**src/rtl/hh_mon_pkg.sv**
```systemverilog
// hh_mon_pkg: shared states, report layout and flag positions for the spike monitor
package hh_mon_pkg;
  typedef enum logic [2:0] {S_IDLE, S_B0, S_B1, S_B2, S_B3} state_t;
  localparam logic [1:0] BYTE_CNT = 2'd0, BYTE_ISI_HI = 2'd1, BYTE_ISI_LO = 2'd2, BYTE_FLAGS = 2'd3;
  localparam int FLG_FIRST = 0, FLG_CSAT = 1, FLG_ISAT = 2, FLG_OVR = 3;
  typedef struct packed {
    logic [7:0]  cnt;
    logic [15:0] isi;
    logic [7:0]  flags;
  } report_t;
  function automatic logic [7:0] report_byte(report_t r, logic [1:0] idx);
    return idx == BYTE_CNT ? r.cnt : idx == BYTE_ISI_HI ? r.isi[15:8] : idx == BYTE_ISI_LO ? r.isi[7:0] : r.flags;
  endfunction
endpackage

```
**src/rtl/hh_spike_monitor_if.sv**
```systemverilog
// hh_spike_monitor_if: report byte stream with valid/ready handshake
interface hh_spike_monitor_if;
  logic       valid;
  logic       last;
  logic       ready;
  logic [7:0] data;
  modport master(output valid, data, last, input ready);
  modport slave(input valid, data, last, output ready);
endinterface

```
**src/rtl/hh_spike_sync.sv**
```systemverilog
// hh_spike_sync: synchronises the asynchronous spike line and emits a 1-cycle pulse per rising edge
module hh_spike_sync #(
  parameter int SYNC_STAGES = 2
) (
  input  logic clk,
  input  logic rst_n,
  input  logic spike_in,
  output logic spk_evt
);
  logic [SYNC_STAGES-1:0] sync_q, sync_d;
  logic prev_q, prev_d, evt_q, evt_d;
  always_comb begin
    sync_d = {sync_q[SYNC_STAGES-2:0], spike_in};
    prev_d = sync_q[SYNC_STAGES-1];
    evt_d  = sync_q[SYNC_STAGES-1] & ~prev_q;
  end
  always_ff @(posedge clk or negedge rst_n) begin
    if (!rst_n) begin
      sync_q <= '0;
      prev_q <= 1'b0;
      evt_q  <= 1'b0;
    end else begin
      sync_q <= sync_d;
      prev_q <= prev_d;
      evt_q  <= evt_d;
    end
  end
  assign spk_evt = evt_q;
endmodule

```
**src/rtl/hh_spike_monitor.sv**
```systemverilog
// hh_spike_monitor: counts spikes per window, measures inter-spike interval, streams 4-byte reports
module hh_spike_monitor
  import hh_mon_pkg::*;
#(
  parameter int WINDOW_CYCLES = 1000,
  parameter int ISI_W         = 16,
  parameter int SYNC_STAGES   = 2
) (
  input  logic clk,
  input  logic rst_n,
  input  logic ena,
  input  logic spike_in,
  output logic overrun,
  hh_spike_monitor_if.master rpt
);
  localparam int WIN_W = $clog2(WINDOW_CYCLES);
  logic spk_evt, ev, term, take, drop, b3_acc, clr_ovr, busy;
  logic [WIN_W-1:0] win_cnt_q, win_cnt_d;
  logic [ISI_W-1:0] isi_cnt_q, isi_cnt_d, isi_inc, last_isi_q, last_isi_d;
  logic [7:0] spk_cnt_q, spk_cnt_d, cnt_inc;
  logic first_seen_q, first_seen_d, ovr_pend_q, ovr_pend_d, overrun_q, overrun_d;
  logic [15:0] isi16;
  report_t rep_q, rep_d, snap;
  state_t state_q, state_d;

  hh_spike_sync #(.SYNC_STAGES(SYNC_STAGES)) u_sync (
    .clk(clk), .rst_n(rst_n), .spike_in(spike_in), .spk_evt(spk_evt)
  );

  // ISI counts the event cycle itself, so a period of N cycles reports N
  always_comb begin
    ev           = spk_evt & ena;
    term         = ena && win_cnt_q == WIN_W'(WINDOW_CYCLES - 1);
    isi_inc      = &isi_cnt_q ? isi_cnt_q : isi_cnt_q + ISI_W'(1);
    cnt_inc      = ev && !(&spk_cnt_q) ? spk_cnt_q + 8'd1 : spk_cnt_q;
    isi_cnt_d    = !ena ? isi_cnt_q : ev ? '0 : isi_inc;
    last_isi_d   = ev && first_seen_q ? isi_inc : last_isi_q;
    first_seen_d = first_seen_q | ev;
    win_cnt_d    = !ena ? win_cnt_q : term ? '0 : win_cnt_q + WIN_W'(1);
    spk_cnt_d    = term ? '0 : cnt_inc;
  end

  generate
    if (ISI_W > 16) begin : g_isi_trunc
      assign isi16 = last_isi_d[ISI_W-1 -: 16];
    end else begin : g_isi_ext
      assign isi16 = 16'(last_isi_d);
    end
  endgenerate

  // a snapshot is only accepted when the frame buffer is free this cycle
  always_comb begin
    b3_acc                = state_q == S_B3 && rpt.ready;
    take                  = term && (state_q == S_IDLE || b3_acc);
    drop                  = term && !take;
    clr_ovr               = b3_acc && rep_q.flags[FLG_OVR];
    ovr_pend_d            = (ovr_pend_q && !clr_ovr) || drop;
    overrun_d             = overrun_q || drop;
    snap.cnt              = cnt_inc;
    snap.isi              = isi16;
    snap.flags            = '0;
    snap.flags[FLG_FIRST] = first_seen_d;
    snap.flags[FLG_CSAT]  = &cnt_inc;
    snap.flags[FLG_ISAT]  = &isi_cnt_q || &last_isi_d;
    snap.flags[FLG_OVR]   = ovr_pend_q && !clr_ovr;
    rep_d                 = take ? snap : rep_q;
    state_d               = (state_q == S_IDLE || b3_acc) ? (take ? S_B0 : S_IDLE)
                          : rpt.ready ? state_t'(state_q + 3'd1) : state_q;
  end

  always_ff @(posedge clk or negedge rst_n) begin
    if (!rst_n) begin
      win_cnt_q    <= '0;
      isi_cnt_q    <= '0;
      last_isi_q   <= '0;
      spk_cnt_q    <= '0;
      first_seen_q <= 1'b0;
      ovr_pend_q   <= 1'b0;
      overrun_q    <= 1'b0;
      rep_q        <= '0;
      state_q      <= S_IDLE;
    end else begin
      win_cnt_q    <= win_cnt_d;
      isi_cnt_q    <= isi_cnt_d;
      last_isi_q   <= last_isi_d;
      spk_cnt_q    <= spk_cnt_d;
      first_seen_q <= first_seen_d;
      ovr_pend_q   <= ovr_pend_d;
      overrun_q    <= overrun_d;
      rep_q        <= rep_d;
      state_q      <= state_d;
    end
  end

  assign busy      = state_q != S_IDLE;
  assign rpt.valid = busy;
  assign rpt.data  = busy ? report_byte(rep_q, 2'(state_q - 3'd1)) : 8'd0;
  assign rpt.last  = state_q == S_B3;
  assign overrun   = overrun_q;
endmodule

```
**src/flat_wrapper.sv**
```systemverilog
// flat-port wrapper written by rule: the top's interface ports become plain ports
module hh_spike_monitor_flat import hh_mon_pkg::*;
#(
  parameter int WINDOW_CYCLES = 1000,
  parameter int ISI_W         = 16,
  parameter int SYNC_STAGES   = 2
)
  (clk, rst_n, ena, spike_in, overrun, rpt_valid, rpt_data, rpt_last, rpt_ready);
  hh_spike_monitor_if rpt_i ();
  input  logic clk;
  input  logic rst_n;
  input  logic ena;
  input  logic spike_in;
  output logic overrun;
  output wire logic [$bits(rpt_i.valid)-1:0] rpt_valid;
  output wire logic [$bits(rpt_i.data)-1:0] rpt_data;
  output wire logic [$bits(rpt_i.last)-1:0] rpt_last;
  input wire logic [$bits(rpt_i.ready)-1:0] rpt_ready;
  assign rpt_valid = rpt_i.valid;
  assign rpt_data = rpt_i.data;
  assign rpt_last = rpt_i.last;
  assign rpt_i.ready = rpt_ready;
  hh_spike_monitor #(.WINDOW_CYCLES(WINDOW_CYCLES), .ISI_W(ISI_W), .SYNC_STAGES(SYNC_STAGES)) u_core (.clk(clk), .rst_n(rst_n), .ena(ena), .spike_in(spike_in), .overrun(overrun), .rpt(rpt_i));
endmodule
```
**config.mk**
```make
export PLATFORM = sky130hd
export DESIGN_NAME = hh_spike_monitor_flat
export DESIGN_NICKNAME = d
export VERILOG_FILES = /design/src/rtl/hh_mon_pkg.sv /design/src/rtl/hh_spike_monitor_if.sv /design/src/rtl/hh_spike_sync.sv /design/src/rtl/hh_spike_monitor.sv /design/src/flat_wrapper.sv
export SDC_FILE = /design/constraint.sdc
export NUM_CORES = 1
export LEC_CHECK = 0
export BUFFER_PORTS_ARGS = -buffer_cell sky130_fd_sc_hd__buf_2
export CORE_ASPECT_RATIO = 1.25
export CORE_MARGIN = 3
export CORE_UTILIZATION = 60
export CTS_CLUSTER_DIAMETER = 200
export DETAILED_ROUTE_END_ITERATION = 12
export GPL_TIMING_DRIVEN = 0
export PLACE_DENSITY_LB_ADDON = 0.1
export REMOVE_ABC_BUFFERS = 1
export SLEW_MARGIN = 20
export SYNTH_ARGS = -nofsm -noshare
export SYNTH_HDL_FRONTEND = slang
export SYNTH_SLANG_ARGS = --single-unit
```
**constraint.sdc**
```tcl
create_clock -name clk -period 2.55 [get_ports clk]
set_clock_uncertainty 0.1 [all_clocks]
set_input_delay 0.255 -clock clk [delete_from_list [all_inputs] [get_ports clk]]
set_output_delay 0.255 -clock clk [all_outputs]
set_load 0.01 [all_outputs]
```
==> impl_metrics.ini, run 1 <==
[sta]
postLayoutSetupSlackWorst_ns = 0.104
slew_headroom_pct = 54.4
max_freq_mhz = 409
drv_slew = 0
min_period_ns = 2.45
setup_viol = 0
period_share_pct = 95.9
worst_pin_slew_ns = 0.678
finalSetupTns_ns = 0
hold_viol_final = 0

[worst_setup_path]
critPathKind = register to register
cp_data_required_time_ns = 2.77
cpPeakStageDelay_ns = 0.54
path_cells = ha_1 > and3_4 > a31oi_4 > nand4_1 > xor2_1 > or4_1 > nor4_2 > a21o_1
path_delay_family = simple AND/OR/NAND/NOR gates
slowest_stage = or4_1
cp-start-kind = register
path_buf_inv = 0
arrival_ns = 2.66
critPathMaxFanout = 6
endpoint_kind = register

[global_routing]
gr-total-overflow = 0
first_global_vias = 3530
antenna_found_initial = 0
grt_start_max_net_pins = 51
grt_usage_pct = 24.0
grt_pass1_wl_mm = 16.4

[floorplan]
start_util_pct = 62.8
num_rows = 34
io_pins = 16
design.die.area_mm2 = 0.00851
die_h_um = 102
dieWidth_um = 83.1
core_area_mm2 = 0.00710

[synthesis]
ys_types = 51
ys_top_cells_by_area = dfrtp_1, nor2_1, o21ai_0
synth-seq-area-share_pct = 49.4
syn_avg_cell_area_um2 = 9.24
synthArstFlopShare_pct = 100
synth_commonest_cells = dfrtp_1, nor2_1, nand2_1, o21ai_0, a21oi_1
yosysTopAreaCell = dfrtp_1
syn_area_mm2 = 0.00446
netlist_instances = 483
synth.most_common_cell = dfrtp_1
ys_ff_latch = 88
ys.flop_type = dfrtp_1
ys.warnings.count = 0
synth_edf_count = 0
synth_top_area_share_pct = 49.4

[cells_and_area]
layout-drive-gt1-share_pct = 16.4
postLayoutCoreUtil_pct = 69.3
final_nets = 507
diodes = 0
n_fill_cell = 551
area_growth_pct = 10.3

[placement]
place_congestion = 0.875
place_ws_ns = -1.01
port_buffers = 15
hpwl_mm = 6.43

[run]
cap_viol_max_count = 0

[detailed_routing]
vias_per_cell = 6.03
firstDrtPassIters = 4
drc = 0
drtIter0Drc = 233
vias = 3552
wire_per_inst_um = 16.3
wl_mm = 9.63
antenna_left = 0

[power_and_ir_drop]
power_leakage_nw = 2.22
p_per_area_mw_per_mm2 = 710
max-vdd-ir-drop_mv = 0.521
finalPower_mw = 3.50

[run_status]
status = finished, final reports clean

[clock_network]
cts-buffers-inserted = 9
clock_sinks = 88
clk_latency_ns = 0.36
cts_tree = built
ctsLongestPathBuffers = 2
root_buffer = clkbuf_8
h-tree-depth = 3
clkSlewWorstSetupHoldPaths_ns = 0.10

[min_path]
holdCritPathClass = input port to register
[flip-flops by register name, summed over array words and instances (netlist names)]
register and flops:
u_core.overrun 1, u_core.u_sync.prev_q 1, u_core.isi_cnt_q 16, u_core.state_q 3, u_core.rep_q 28, u_core.u_sync.sync_q 2, u_core.first_seen_q 1, u_core.win_cnt_q 10
u_core.ovr_pend_q 1, u_core.spk_cnt_q 8, u_core.u_sync.spk_evt 1, u_core.last_isi_q 16
[repair_timing]
item | in CTS | in global routing
gates cloned | 1 | 0
hold buffers | 2 | 0
pin swaps | 1 | 4
gates resized for setup | 9 | 12
setup buffers | 3 | 9
hold endpoints to repair | 39 | 0
endpoints found under the setup margin | 47 | 28
[report_power, final]
| part | leakage (nW) | internal, mW | total [mW] | switching [mW] |
|---|---|---|---|---|
| Sequential | 1.17 | 1.56 | 1.76 | 0.203 |
| Clock | 0.0925 | 0.461 | 0.998 | 0.537 |
| Combinational | 0.963 | 0.300 | 0.736 | 0.436 |
| Total | 2.22 | 2.32 | 3.50 | 1.18 |
[metrics by stage]
step,hold WS [ns],area [um2],std cells
2_1_floorplan,-0.141,4320,452
3_3_place_gp,0.240,4510,557
3_5_place_dp,0.171,4540,558
4_1_cts,0.0976,4820,580
5_1_grt,0.143,4920,589
6_report,0.108,4920,589
[layout make-up]
cell class,count,area (um2),share of cell area [%]
Timing Repair Buffer,30,215,4.37
Tap cell,90,113,2.29
Sequential cell,88,2210,44.9
Clock inverter,7,78.8,1.60
Multi-Input combinational cell,351,2130,43.3
Inverter,14,52.6,1.07
Clock buffer,9,124,2.52
[worst paths after layout]
check	start	to	slack, ns	cells after the start
min in group asynchronous	rst_n	u_core.state_q[2]	0.30	2
worst max-delay path	u_core.spk_cnt_q[0]	u_core.rep_q[1]	0.10	8
worst min-delay path	rpt_ready	u_core.state_q[2]	0.11	2
worst max register to register	u_core.spk_cnt_q[0]	u_core.rep_q[1]	0.10	8
max in group asynchronous	rst_n	u_core.isi_cnt_q[4]	1.42	3
worst min register to register	u_core.u_sync.sync_q[0]	u_core.u_sync.sync_q[1]	0.27	0
[worst reg2reg max path, stage by stage (launching register included)]
cell	delay, ns
dfrtp_1	0.44
ha_1	0.27
and3_4	0.20
a31oi_4	0.21
nand4_1	0.17
xor2_1	0.21
or4_1	0.54
nor4_2	0.15
a21o_1	0.11
[routing by layer]
layer  GRT usage (%)  wire length [um]
met3            4.35               543
met5               0                 0
met2            39.5              4610
met4            14.3               349
met1            29.9              4130
[kinds of logic after synthesis]
logic type | Yosys count | synth area share, %
adder cells (fa/ha/maj) | 8 | 2.24
flip-flops | 88 | 49.4
AND/OR/NAND/NOR | 195 | 21.3
buffers and inverters | 45 | 4.29
multiplexers | 15 | 3.62
AO/OA/AOI/OAI | 114 | 15.7
XOR/XNOR | 18 | 3.53
[layout by cell type (no fill, tap or decap), types with 4 or more instances in the layout]
cell type,netlist,final
dfrtp_1,88,84
nor2_1,72,72
nand2_1,52,52
o21ai_0,39,39
a21oi_1,35,35
inv_1,14,14
buf_2,9,14
nand4_1,12,13
buf_4,3,13
xnor2_1,12,12
nand3_1,12,9
and3_1,10,9
mux2_2,9,9
clkbuf_8,0,9
and4_1,9,7
mux2i_1,6,6
xor2_1,6,6
a31o_2,5,5
a31oi_1,5,5
ha_1,8,5
a22oi_1,4,4
o31ai_1,4,4
and2_1,4,4
nor3_1,4,4
dfrtp_2,0,4
(Power assumes the default switching activity.)
==> run 2: changes to the inputs <==
- CORE_ASPECT_RATIO: 1.25 -> unset
==> impl_metrics.ini, run 2 (synthesis results as in run 1) <==
[floorplan]
die_h_um = 92.2
num_rows = 30
core_area_mm2 = 0.00698
start_util_pct = 63.9
io_pins = 16
dieWidth_um = 92.2
design.die.area_mm2 = 0.00851

[min_path]
holdCritPathClass = input port to register

[detailed_routing]
wl_mm = 9.71
vias = 3501
vias_per_cell = 5.93
wire_per_inst_um = 16.5
met3WireLength_um = 403
firstDrtPassIters = 4
wl_met1_mm = 4.49
wl_met2_mm = 4.70
top_layer = met4
antenna_left = 0
drc = 0
drtIter0Drc = 233

[sta]
drv_slew = 0
worst_pin_slew_ns = 0.555
rsz0062_at_grt = yes
hold_viol_final = 0
max_freq_mhz = 406
min_period_ns = 2.46
setup_viol = 0
slew_headroom_pct = 62.9
period_share_pct = 96.6
fin_hold_ws_ns = 0.131

[power_and_ir_drop]
power_leakage_nw = 2.21
pwr-share-comb_pct = 21.4
p_sw_share_pct = 33.8
p_per_area_mw_per_mm2 = 714
finalPower_mw = 3.50
power.switching_mw = 1.18
clkPwrFrac_pct = 28.2
max-vdd-ir-drop_mv = 0.447
seqPwrFrac_pct = 50.4
p_int_mw = 2.32

[global_routing]
grt_usage_pct = 24.5
gr-total-overflow = 0
first_global_vias = 3384
grt_pass1_wl_mm = 16.3
antenna_found_initial = 0
grt_start_max_net_pins = 53

[cells_and_area]
final_common_cell = dfrtp_1
layout_common_cells = dfrtp_1, nor2_1, nand2_1
layout-drive-gt1-share_pct = 15.0
largestRegisters = u_core.rep_q (28), u_core.isi_cnt_q (16), u_core.last_isi_q (16)
largest_reg_flops = 28
final_nets = 502
area_growth_pct = 9.90
n_fill_cell = 551
largest_register = u_core.rep_q
diodes = 0
design_area_mm2 = 0.00490
final_cells = 590

[worst_setup_path]
arrival_ns = 2.66
cp_data_required_time_ns = 2.74
cp-start-kind = register
critPathKind = register to register
endpoint_kind = register
critPathMaxFanout = 22

[placement]
hpwl_mm = 6.53
port_buffers = 15
place_congestion = 0.878
dp.cells = 564
placed_cell_area_mm2 = 0.00455

[clock_network]
root_buffer = clkbuf_8
cts_tree = built
clk_latency_ns = 0.36
clkSlewWorstSetupHoldPaths_ns = 0.09
cts-buffers-inserted = 9
h-tree-depth = 3
clock_sinks = 88
ctsLongestPathBuffers = 2

[run]
cap_viol_max_count = 0

[run_status]
status = finished, final reports clean
[run 2: cell types whose count changed in the layout (fill, tap and decap cells not counted), sizes merged]
cell,previous run,this run
buf,28,23
[run 2: path summary, 6_finish.rpt]
kind	from	to	slack, ns	depth (start not counted)
max in group asynchronous	rst_n	u_core.u_sync.spk_evt	1.41	3
max reg2reg	u_core.win_cnt_q[0]	u_core.rep_q[2]	0.09	8
min in group asynchronous	rst_n	u_core.rep_q[11]	0.32	2
min reg2reg	u_core.u_sync.sync_q[1]	u_core.u_sync.prev_q	0.27	0
max	u_core.win_cnt_q[0]	u_core.rep_q[2]	0.09	8
min	rpt_ready	u_core.state_q[2]	0.13	2
[run 2: cell type report]
| cell class | instances | area (um2) | area share, % |
|---|---|---|---|
| sequential | 88 | 2200 | 45.0 |
| multi-input combinational | 351 | 2150 | 43.8 |
| timing repair buffer | 25 | 178 | 3.62 |
| clock buffer | 9 | 124 | 2.53 |
| tap | 96 | 120 | 2.45 |
| clock inverter | 7 | 78.8 | 1.61 |
| inverter | 14 | 52.6 | 1.07 |
[run 2: per-layer routing]
layer | track usage (%) | vias to the layer above
li1 | - | 1708
met1 | 34.8 | 1714
met2 | 38.1 | 69
met3 | 3.86 | 10
met4 | 9.41 | 0
met5 | 0 | -
[run 2: timing repair]
item | CTS | global route
hold buffers | 2 | 0
buffers inserted | 5 | 2
setup endpoints to repair | 46 | 12
gates resized for setup | 10 | 10
gates cloned | 1 | 0
endpoints found under the hold margin | 37 | 0
pin swaps | 1 | 1
[run 2: power groups by stage]
stage / Clock [mW] / Combinational (mW) / Sequential, mW
after floorplan: 0 / 0.510 / 1.73
after global placement: 0 / 0.666 / 1.76
after detailed placement: 0 / 0.700 / 1.77
after CTS: 1.01 / 0.723 / 1.75
after global routing: 1.06 / 0.848 / 1.78
final: 0.987 / 0.750 / 1.76
[run 2: through the flow]
step                      setup WS, ns  setup TNS (ns)  utilization, %
after floorplan                -0.0641         -0.0928               -
after global placement          -0.934          -14.06            64.7
after detailed placement         -1.00          -17.78            65.1
after CTS                      0.00738               0            69.4
after global routing           -0.0373         -0.0514            70.2
final                           0.0861               0            70.2
[run 2: worst max-delay path: stages (launching register included)]
cell and delay, ns:
dfrtp_1 0.39, ha_1 0.18, and3_1 0.25, and4_4 0.42, nand3_4 0.29, nor2_1 0.17
nor4bb_1 0.31, nand4_1 0.14, o21ai_1 0.13
==> run 3: changes to the inputs <==
- CORE_MARGIN: 3 -> 2
==> impl_metrics.ini, run 3 (synthesis results as in run 1) <==
[worst_setup_path]
endpoint_kind = register
slowest_stage = or4_1
critPathKind = register to register
cp-start-kind = register
arrival_ns = 2.68
cpPeakStageDelay_ns = 0.56
cp_data_required_time_ns = 2.75
critPathMaxFanout = 7
path_cells = ha_1 > and3_4 > a31oi_4 > nand4_1 > xor2_1 > or4_1 > nor4_2 > a21o_1

[floorplan]
dieWidth_um = 90.2
core_area_mm2 = 0.00721
start_util_pct = 61.8
io_pins = 16
design.die.area_mm2 = 0.00814
num_rows = 31
die_h_um = 90.2

[detailed_routing]
wl_mm = 9.78
firstDrtPassIters = 4
vias = 3567
wire_per_inst_um = 16.4
drc = 0
drtIter0Drc = 267
antenna_left = 0
vias_per_cell = 5.99

[power_and_ir_drop]
power_leakage_nw = 2.22
max-vdd-ir-drop_mv = 0.413
p_per_area_mw_per_mm2 = 714

[cells_and_area]
final_cells = 595
layout_common_cells = dfrtp_1, nor2_1, nand2_1
largest_reg_flops = 28
final_nets = 504
largest_register = u_core.rep_q
final_common_cell = dfrtp_1
layout-drive-gt1-share_pct = 15.7
largestRegisters = u_core.rep_q (28), u_core.isi_cnt_q (16), u_core.last_isi_q (16)
area_growth_pct = 9.98
diodes = 0

[sta]
worst_pin_slew_ns = 0.659
min_period_ns = 2.48
slew_headroom_pct = 56.1
max_freq_mhz = 403
setup_viol = 0
hold_viol_final = 0
drv_slew = 0
rsz0062_at_grt = yes
postLayoutSetupSlackWorst_ns = 0.0688
finalSetupTns_ns = 0
period_share_pct = 97.3

[placement]
dp.cells = 567
hpwl_mm = 6.48
place_ws_ns = -1.04
port_buffers = 15
place_congestion = 0.858

[global_routing]
gr-total-overflow = 0
grt_pass1_wl_mm = 16.7
antenna_found_initial = 0
grt_start_max_net_pins = 51
grt_usage_pct = 25.6
first_global_vias = 3500

[run_status]
status = finished, final reports clean

[clock_network]
cts_tree = built
root_buffer = clkbuf_8
clkSlewWorstSetupHoldPaths_ns = 0.10
h-tree-depth = 3
cts-buffers-inserted = 9
clock_sinks = 88
ctsLongestPathBuffers = 2
clk_latency_ns = 0.36

[run]
cap_viol_max_count = 0

[min_path]
holdCritPathClass = input port to register
## run 3: per-layer routing
layer  track usage [%]  vias to the layer above  share of wire (%)
met4              7.95                        0                1.5
met2              40.4                      102                 46
met1              36.9                     1744                 48
met5                 0                        -                  0
met3              3.77                       14                4.4
li1                  -                     1707                  -
## run 3: layout make-up
type	count	area (um2)
Inverter	14	52.6
Sequential cell	88	2200
Clock inverter	6	66.3
Multi-Input combinational cell	351	2140
Clock buffer	10	138
Fill cell	597	2310
Timing Repair Buffer	27	185
Tap cell	99	124
## run 3: final timing paths
path                                           end                     from  slack (ns)  cells past startpoint
max in group asynchronous    u_core.u_sync.spk_evt                    rst_n        1.32                      3
min in group asynchronous      u_core.win_cnt_q[0]                    rst_n        0.37                      2
min reg2reg                u_core.u_sync.sync_q[1]  u_core.u_sync.sync_q[0]        0.26                      0
min                              u_core.state_q[2]                rpt_ready        0.12                      2
max reg2reg                        u_core.rep_q[1]      u_core.spk_cnt_q[0]        0.07                      8
max                                u_core.rep_q[1]      u_core.spk_cnt_q[0]        0.07                      8
## run 3: repair_timing
item                       4_1_cts  5_1_grt
buffers inserted                 3        6
cloned                           1        0
setup endpoints to repair       42       14
hold buffers                     2        0
pin swaps                        2        4
hold endpoints to repair        50        0
resized for setup               15        5
## run 3: power by group
part | leakage, nW | switching [mW] | total, mW | internal (mW)
clock | 0.107 | 0.505 | 0.988 | 0.483
sequential | 1.17 | 0.201 | 1.76 | 1.56
combinational | 0.942 | 0.452 | 0.757 | 0.305
## run 3: critical path, delay by kind of cell, from the launching register on
family	cells	cell delay, ns
adder cells (fa/ha/maj)	1	0.27
flip-flops	1	0.43
XOR/XNOR	1	0.20
AO/OA/AOI/OAI	2	0.35
AND/OR/NAND/NOR	4	1.08
## run 3: stage by stage
stage / utilization [%] / power [mW] / hold WS [ns] / area [um2]
floorplan: - / 2.24 / -0.141 / 4320
global placement: 62.7 / 2.43 / 0.248 / 4520
detailed placement: 63.0 / 2.47 / 0.229 / 4540
CTS: 67.1 / 3.49 / 0.115 / 4840
global route: 68.0 / 3.70 / 0.144 / 4910
finish: 68.0 / 3.50 / 0.122 / 4910
